### config.mk
export PLATFORM = sky130hd
export DESIGN_NAME = led_pattern_ctrl
export DESIGN_NICKNAME = d
export VERILOG_FILES = /design/src/rtl/led_pattern_ctrl.sv
export SDC_FILE = /design/constraint.sdc
export NUM_CORES = 1
export LEC_CHECK = 0
export ABC_AREA = 1
export CELL_PAD_IN_SITES_DETAIL_PLACEMENT = 0
export CELL_PAD_IN_SITES_GLOBAL_PLACEMENT = 1
export CORE_ASPECT_RATIO = 0.75
export CORE_MARGIN = 8
export CORE_UTILIZATION = 47
export DETAILED_ROUTE_END_ITERATION = 8
export HOLD_SLACK_MARGIN = 0.15
export PLACE_DENSITY_LB_ADDON = 0.1
export RECOVER_POWER = 100
export SKIP_LAST_GASP = 1
export SYNTH_ARGS = -nofsm -noshare
export SYNTH_HDL_FRONTEND = slang
export SYNTH_SLANG_ARGS = --single-unit
### constraint.sdc
create_clock -name clk -period 2.82 [get_ports clk]
set_clock_uncertainty 0.2 [all_clocks]
set_input_delay 0.282 -clock clk [delete_from_list [all_inputs] [get_ports clk]]
set_output_delay 0.282 -clock clk [all_outputs]
set_load 0.05 [all_outputs]
### src/rtl/led_pattern_ctrl.sv
// Single-touch LED pattern controller.
// A debounced touch pad drives a small press FSM: a short press pauses or
// resumes the pattern, a long press advances to the next pattern. Three PWM
// patterns are available: unison breathing, chase, and anti-phase wave.
module led_pattern_ctrl #(
  parameter int LED_NUM     = 4,
  parameter int DEB_MAX     = 500000,
  parameter int PWM_MAX     = 100,
  parameter int STEP_FRAMES = 100,
  parameter int LONG_MAX    = 50000000
) (
  input  logic               clk,
  input  logic               reset,
  input  logic               touch,
  output logic [LED_NUM-1:0] led,
  output logic [1:0]         mode,
  output logic               paused
);

  // Counter widths; a width never drops below one bit for degenerate maxima.
  localparam int DEB_W   = (DEB_MAX > 1)     ? $clog2(DEB_MAX)     : 1;
  localparam int HOLD_W  = (LONG_MAX > 1)    ? $clog2(LONG_MAX)    : 1;
  localparam int PWM_W   = (PWM_MAX > 1)     ? $clog2(PWM_MAX)     : 1;
  localparam int DUTY_W  = $clog2(PWM_MAX + 1);
  localparam int FRAME_W = (STEP_FRAMES > 1) ? $clog2(STEP_FRAMES) : 1;
  localparam int IDX_W   = $clog2(LED_NUM);

  localparam logic [DEB_W-1:0]   DEB_LAST   = DEB_W'(DEB_MAX - 1);
  localparam logic [HOLD_W-1:0]  LONG_LAST  = HOLD_W'(LONG_MAX - 1);
  localparam logic [PWM_W-1:0]   PWM_LAST   = PWM_W'(PWM_MAX - 1);
  localparam logic [DUTY_W-1:0]  DUTY_FULL  = DUTY_W'(PWM_MAX);
  localparam logic [DUTY_W-1:0]  DUTY_TOP   = DUTY_W'(PWM_MAX - 1);
  localparam logic [FRAME_W-1:0] FRAME_LAST = FRAME_W'(STEP_FRAMES - 1);
  localparam logic [IDX_W-1:0]   IDX_LAST   = IDX_W'(LED_NUM - 1);

  typedef enum logic [1:0] {
    MODE_BREATHE = 2'd0,
    MODE_CHASE   = 2'd1,
    MODE_WAVE    = 2'd2
  } mode_e;

  typedef enum logic [1:0] {
    P_IDLE,
    P_HELD,
    P_SHORT,
    P_LONG
  } press_e;

  typedef enum logic {
    DIR_UP,
    DIR_DOWN
  } dir_e;

  // ---------------------------------------------------------------------------
  // Input conditioning
  // ---------------------------------------------------------------------------
  logic [1:0]       sync_q;
  logic             touch_s;
  logic             btn_level;
  logic [DEB_W-1:0] deb_cnt;

  assign touch_s = sync_q[1];

  // Two-flop synchroniser for the asynchronous touch pad.
  // NOTE: state flops use non-blocking assignments so every flop samples the
  // pre-edge value of its neighbours, exactly like the hardware shift chain.
  always_ff @(posedge clk or negedge reset) begin
    if (!reset) sync_q <= '0;
    else        sync_q <= {sync_q[0], touch};
  end

  // Debounce: the level only follows touch_s after it has differed for DEB_MAX cycles.
  always_ff @(posedge clk or negedge reset) begin
    if (!reset) begin
      deb_cnt   <= '0;
      btn_level <= 1'b0;
    end else if (touch_s == btn_level) begin
      deb_cnt <= '0;
    end else if (deb_cnt == DEB_LAST) begin
      btn_level <= touch_s;
      deb_cnt   <= '0;
    end else begin
      deb_cnt <= deb_cnt + 1'b1;
    end
  end

  // ---------------------------------------------------------------------------
  // Press classification
  // ---------------------------------------------------------------------------
  press_e            press_q, press_d;
  logic [HOLD_W-1:0] hold_cnt, hold_d;
  logic              short_p, long_p;

  // Press FSM state and hold counter registers.
  always_ff @(posedge clk or negedge reset) begin
    if (!reset) begin
      press_q  <= P_IDLE;
      hold_cnt <= '0;
    end else begin
      press_q  <= press_d;
      hold_cnt <= hold_d;
    end
  end

  // Press FSM next state; long_p fires on the transition into LONG, short_p
  // is the one cycle spent in SHORT, so the two can never coincide.
  // NOTE: every output of this block gets a default first, so no path through
  // the case leaves a signal unassigned and no latch is inferred.
  always_comb begin
    press_d = press_q;
    hold_d  = '0;
    long_p  = 1'b0;
    case (press_q)
      P_IDLE:  if (btn_level) press_d = P_HELD;
      P_HELD: begin
        if (!btn_level) begin
          press_d = P_SHORT;
        end else if (hold_cnt == LONG_LAST) begin
          long_p  = 1'b1;
          press_d = P_LONG;
        end else begin
          hold_d = hold_cnt + 1'b1;
        end
      end
      P_SHORT: press_d = P_IDLE;
      P_LONG:  if (!btn_level) press_d = P_IDLE;
      default: press_d = P_IDLE;
    endcase
  end

  assign short_p = (press_q == P_SHORT);

  // ---------------------------------------------------------------------------
  // Mode and pause control
  // ---------------------------------------------------------------------------
  mode_e mode_q;

  assign mode = mode_q;

  // Short press toggles pause; long press advances the mode and always resumes.
  always_ff @(posedge clk or negedge reset) begin
    if (!reset) begin
      mode_q <= MODE_BREATHE;
      paused <= 1'b0;
    end else if (long_p) begin
      paused <= 1'b0;
      case (mode_q)
        MODE_BREATHE: mode_q <= MODE_CHASE;
        MODE_CHASE:   mode_q <= MODE_WAVE;
        default:      mode_q <= MODE_BREATHE;
      endcase
    end else if (short_p) begin
      paused <= ~paused;
    end
  end

  // ---------------------------------------------------------------------------
  // Pattern engine
  // ---------------------------------------------------------------------------
  logic [PWM_W-1:0]   pwm_cnt;
  logic [FRAME_W-1:0] frame_cnt;
  logic [DUTY_W-1:0]  duty;
  dir_e               dir;
  logic [IDX_W-1:0]   chase_idx;
  logic               frame_end, step;

  assign frame_end = (pwm_cnt == PWM_LAST);
  assign step      = frame_end && (frame_cnt == FRAME_LAST);

  // PWM/frame counters and the triangular duty ramp; a long press restarts
  // the pattern from zero, a pause freezes it in place.
  always_ff @(posedge clk or negedge reset) begin
    if (!reset) begin
      pwm_cnt   <= '0;
      frame_cnt <= '0;
      duty      <= '0;
      dir       <= DIR_UP;
      chase_idx <= '0;
    end else if (long_p) begin
      pwm_cnt   <= '0;
      frame_cnt <= '0;
      duty      <= '0;
      dir       <= DIR_UP;
      chase_idx <= '0;
    end else if (!paused) begin
      pwm_cnt <= frame_end ? '0 : pwm_cnt + 1'b1;
      if (frame_end) frame_cnt <= (frame_cnt == FRAME_LAST) ? '0 : frame_cnt + 1'b1;
      if (step) begin
        if (dir == DIR_UP) begin
          duty <= duty + 1'b1;
          if (duty == DUTY_TOP) begin
            dir       <= DIR_DOWN;
            chase_idx <= (chase_idx == IDX_LAST) ? '0 : chase_idx + 1'b1;
          end
        end else begin
          duty <= duty - 1'b1;
          if (duty == DUTY_W'(1)) begin
            dir       <= DIR_UP;
            chase_idx <= (chase_idx == IDX_LAST) ? '0 : chase_idx + 1'b1;
          end
        end
      end
    end
  end

  // ---------------------------------------------------------------------------
  // LED decode
  // ---------------------------------------------------------------------------
  logic [DUTY_W-1:0]  pwm_ext;
  logic               breathe_on, anti_on;
  logic [LED_NUM-1:0] led_d;

  assign pwm_ext    = DUTY_W'(pwm_cnt);
  assign breathe_on = (pwm_ext < duty);
  assign anti_on    = (pwm_ext < (DUTY_FULL - duty));

  // Per-mode LED pattern; the unused mode encoding falls back to breathing.
  always_comb begin
    led_d = '0;
    for (int i = 0; i < LED_NUM; i++) begin
      case (mode_q)
        MODE_CHASE: led_d[i] = (chase_idx == IDX_W'(i));
        MODE_WAVE:  led_d[i] = (i % 2 == 0) ? breathe_on : anti_on;
        default:    led_d[i] = breathe_on;
      endcase
    end
  end

  // Registered LED drive, held while paused.
  always_ff @(posedge clk or negedge reset) begin
    if (!reset)       led <= '0;
    else if (!paused) led <= led_d;
  end

endmodule

* Yosys cells after proc, flatten, opt, wreduce, memory -nomap -nowiden
Cells that the tools add are included.
** Storage, ports and cells
- Register bits after elaboration :: 81
- Input bits :: 3
- Output and inout port bits :: 7
** Operators by class
- Add/subtract/negate cells :: 8
- $lt $le $gt $ge :: 2
- Eq/ne operators :: 20
- Mux-type cells :: 44
- Bitwise operators :: 2
- Reductions and logical operators :: 13
** Operators by type and width (number)
- 2-to-1 mux 26 bit :: 3
- 2-to-1 mux 7 bit :: 11
- 2-to-1 mux 19 bit :: 2
- adder 26 x 1 -> 26 bit, second input constant :: 1
- == test 26 bit, second input constant :: 1
- 2-to-1 mux 2 bit :: 11
- adder 7 x 1 -> 7 bit, second input constant :: 3
- == test 7 bit, second input constant :: 3
- adder 19 x 1 -> 19 bit, second input constant :: 1
- == test 19 bit, second input constant :: 1
- less-than comparator 7 bit :: 2
- 2-to-1 mux 1 bit :: 13
- == test 2 bit, second input constant :: 5
- one-hot mux 2 bit (4 select lines) :: 1
- == test 7 x 1 -> 1 bit, second input constant :: 1
- subtractor 7 x 1 -> 7 bit, second input constant :: 1
- subtractor 7 bit, first input constant :: 1
- == test 2 x 1 -> 1 bit, second input constant :: 3
- zero test 2 bit :: 3
- AND reduction 2 bit :: 3
- nonzero test 2 bit :: 3
- inequality test 2 bit, second input constant :: 2
- one-hot mux 1 bit (2 select lines) :: 2
- one-hot mux 2 bit (2 select lines) :: 1
- 10 further kinds :: 11

* Logic depth before layout (Yosys ltp)
- Depth in word-level cells :: 7
- Mapped depth :: 14

* Worst setup path after synthesis
Ideal clock, no wire load.
- Path type :: flip-flop to flip-flop
- Start point :: register duty[2]
- End point :: register led[1]
- Library setup time :: 0.077 ns
- Arrival :: 1.936 ns
- Data required time :: 2.543 ns
- Path slack :: 0.607 ns
- Cell stages (with the launch flop) :: 15
- Buffers on the path :: 1
- Clock period less this slack :: 2.213 ns
- Path through :: dfrtp_1 > clkbuf_1 > inv_1 > o21ai_0 > nand2_1 > o31ai_1 > ha_1 > nand2_1 > nor2_1 > nand2_1 > nor3b_1 > nand2_1 > nand2_1 > nand2_1 > a21oi_1
** On the way
- Cells in the longest elaborated chain, start to end :: 3
- Elaborated cells on any way between the ends :: 4
** RTL lines
- start: declaration :: RTL line 162 : logic [DUTY_W-1:0] duty;
- start signal: assignment :: RTL line 190 : duty <= duty + 1'b1;
- start signal: assignment :: RTL line 196 : duty <= duty - 1'b1;
- subtractor 7 bit :: RTL line 215 : assign anti_on = (pwm_ext < (DUTY_FULL - duty));
- less-than comparator 7 bit :: RTL line 215
- one-hot mux 1 bit (2 select lines) * :: RTL line 221 : case (mode_q)
- end signal: assignment :: RTL line 232 : else if (!paused) led <= led_d;
- end: declaration :: RTL line 15 : output logic [LED_NUM-1:0] led,
Mark *: on every way between the ends. The rest lies on a longest branch, timed or not.
A chain may end at the register's enable or synchronous reset.

* Worst setup path in the final report
- Start point :: register duty[0]
- End point :: register led[3]
The elaborated chain is that of the path after synthesis.

==> results by group <==
Clock tree
  • Worst-path clk slew: 60 ps
  • Number of gates resized after cts: 0
  • CTS Root Cell: clkbuf_16
  • Clock Latency Late Sink: 330 ps
  • H-tree Lvls: 3
  • Total CTS buffers: 9
  • Bufs on Longest Clock Path: 2
  • Sink Count: 81
  • Clock tree from TritonCTS: yes

Power
  • Cell Pwr Density: 429 nW/um^2
  • Pleak: 2.67 nW
  • Maximum VDD drop: 0.000291 V

GRT
  • Largest net degree at the start of global routing: 46
  • Total GRT Usage: 0.174
  • GR Overflow Total: 0
  • Global-route wire length before repair: 20300 um
  • Initial antenna violation count: 0
  • Vias in the first global route: 4145

Detailed routing
  • Drt drc: 0
  • Drt total wl: 11900 um
  • Drt wl/cell: 14.0 um
  • Total iterations of the first detailed-routing run: 5
  • Vias per inst: 5.19
  • DR iter-0 viols: 290
  • Vias: 4416
  • Antenna viol nets, final: 0

Layout
  • Nets@finish: 736
  • Share of layout cells above drive strength 1: 0.0717
  • Ant. Diodes: 0
  • Seq. cell area: 2030 um^2
  • Area of the multi-input gates: 2700 um^2
  • Fill count: 1097
  • Area grow syn2layout: 10.4%
  • Layout Cell Area excl Fill: 5680 um^2

Synthesis
  • Yosys warning total: 0
  • Synth Area per Inst: 7.49 um^2
  • Mapped Cells: 687
  • Synth area leaders: dfrtp_1, nand2_1, nor2_1, ha_1, inv_1
  • Async set-or-reset flop fraction in the synthesized netlist: 1.00
  • Post-Syn Area: 5150 um^2
  • Most common flop cell mapped by yosys: dfrtp_1
  • Count leader, synth: nand2_1
  • Post-Syn Nets: 717
  • Yosys top cell by area: dfrtp_1
  • Post-synth top cells: nand2_1, nor2_1, inv_1, dfrtp_1, nand3_1
  • Sequential element share of the synthesized area: 0.394
  • #FFs+latches synth: 81
  • EDFF count, synth: 0
  • Library cells used by synthesis: 45
  • Synth top area share: 0.394

Hold path
  • Hold Crit Class: flop to flop

Critical path
  • CP max FO: 6
  • Setup crit end kind: flop
  • Worst path arrival time: 2590 ps
  • Critical Path RT: 2880 ps
  • Setup CP Type: flop to flop
  • Startpoint Class: flop

Floorplanning
  • IO Pins: 10
  • Std-Cell Rows: 33
  • Die X: 137 um
  • Die ar.: 14600 um^2
  • Die height: 107 um
  • Initial Util: 0.476
  • CORE AREA: 10800 um^2

STA
  • Post-layout min period: 2530 ps
  • Final Hold Vio Count: 0
  • F_max: 395 MHz
  • Max-slew headroom: 0.255
  • RSZ-0062 raised after global routing: false
  • Fin crit share: 0.898
  • Final Max Slew Viols: 0
  • Final Setup Violations: 0
  • Setup_tns: 0 ps
  • Slew @ Worst Pin: 1120 ps

Placement
  • Gpl congestion: 0.871
  • Post-DP HPWL: 8900 um
  • Dpl cell area: 5390 um^2
  • PortBufs: 9

Run status
  • Status: complete, no violations

Run
  • Max-cap violations: 0
==> final cells by class <==
cell class                 count  share of cell area
inverter                      86              0.0571
tap                          140              0.0308
sequential                    81               0.357
timing repair buffer          16              0.0236
multi-input combinational    512               0.476
clock buffer                  12              0.0469
clock inverter                 4             0.00881
==> layout by cell type, fill, tap and decap left out, types with 13 or more instances in the layout <==
cell type,instances
ha_1,27
nor3_1,25
inv_1,83
xor2_1,13
nand3_1,49
a21oi_1,32
o21ai_0,22
nor2_1,104
dfrtp_1,81
nand2_1,161
nand4_1,20
==> per-layer routing <==
layer / track usage / share of wire / vias up
met4: 0.0402 / 0.0052 / 0
met5: 0 / 0 / -
met3: 0.0379 / 0.038 / 8
met2: 0.249 / 0.41 / 89
li1: - / - / 2275
met1: 0.260 / 0.54 / 2044
==> worst paths after layout <==
kind	from	end	depth (start not counted)	slack, ps
max in group asynchronous	reset	dir	3	780
setup / recovery	duty[0]	led[3]	14	290
setup reg to reg	duty[0]	led[3]	14	290
min in group asynchronous	reset	hold_cnt[2]	2	500
hold / removal	hold_cnt[0]	hold_cnt[0]	1	260
hold reg to reg	hold_cnt[0]	hold_cnt[0]	1	260
==> critical path: stages, from the launching register on <==
cell and delay (ps):
dfrtp_1 440, inv_1 140, ha_1 240, nand4_1 110, nand3_1 130, xor2_1 180
ha_1 260, nand2_1 90, nor2_1 50, nand2_1 40, nor3b_1 170, nand2_1 130
nand2_1 90, nand2_1 50, a21oi_1 130
==> power by group <==
| part | switching (mW) | internal [mW] | leakage, nW |
|---|---|---|---|
| registers | 0.00571 | 1.17 | 1.11 |
| logic | 0.0330 | 0.00840 | 1.41 |
| clock network | 0.465 | 0.757 | 0.151 |
==> cell families after synthesis <==
kind of cell    count (synthesis)  synth area share
simple gates                  398             0.359
buf+inv                        94            0.0749
flops                          81             0.394
compound gates                 70            0.0768
fa+ha+maj                      27            0.0656
xor+xnor                       16            0.0272
mux                             1           0.00219
==> sequential cells by signal, indices dropped and copies added, names as in the netlist <==
register and count:
sync_q 2, deb_cnt 19, mode 2, btn_level 1
led 4, hold_cnt 26, frame_cnt 7, dir 1
chase_idx 2, duty 7, pwm_cnt 7, press_q 2
paused 1
==> repair_timing <==
action / 4_1_cts / 5_1_grt
hold buffers: 2 / 0
hold endpoints to repair: 44 / 0
setup buffers: 0 / 0
==> stage by stage <==
stage,hold WS (ps),setup slack (ps),std cells,utilization,total power [mW]
3_5_place_dp,128,316,833,0.498,1.24
3_3_place_gp,129,413,833,0.498,1.24
4_1_cts,178,294,851,0.529,2.47
6_report,265,288,851,0.525,2.44
2_1_floorplan,-214,607,687,-,1.20
5_1_grt,292,52.2,851,0.525,2.53
Note: power is estimated with default switching activity, not from simulation.
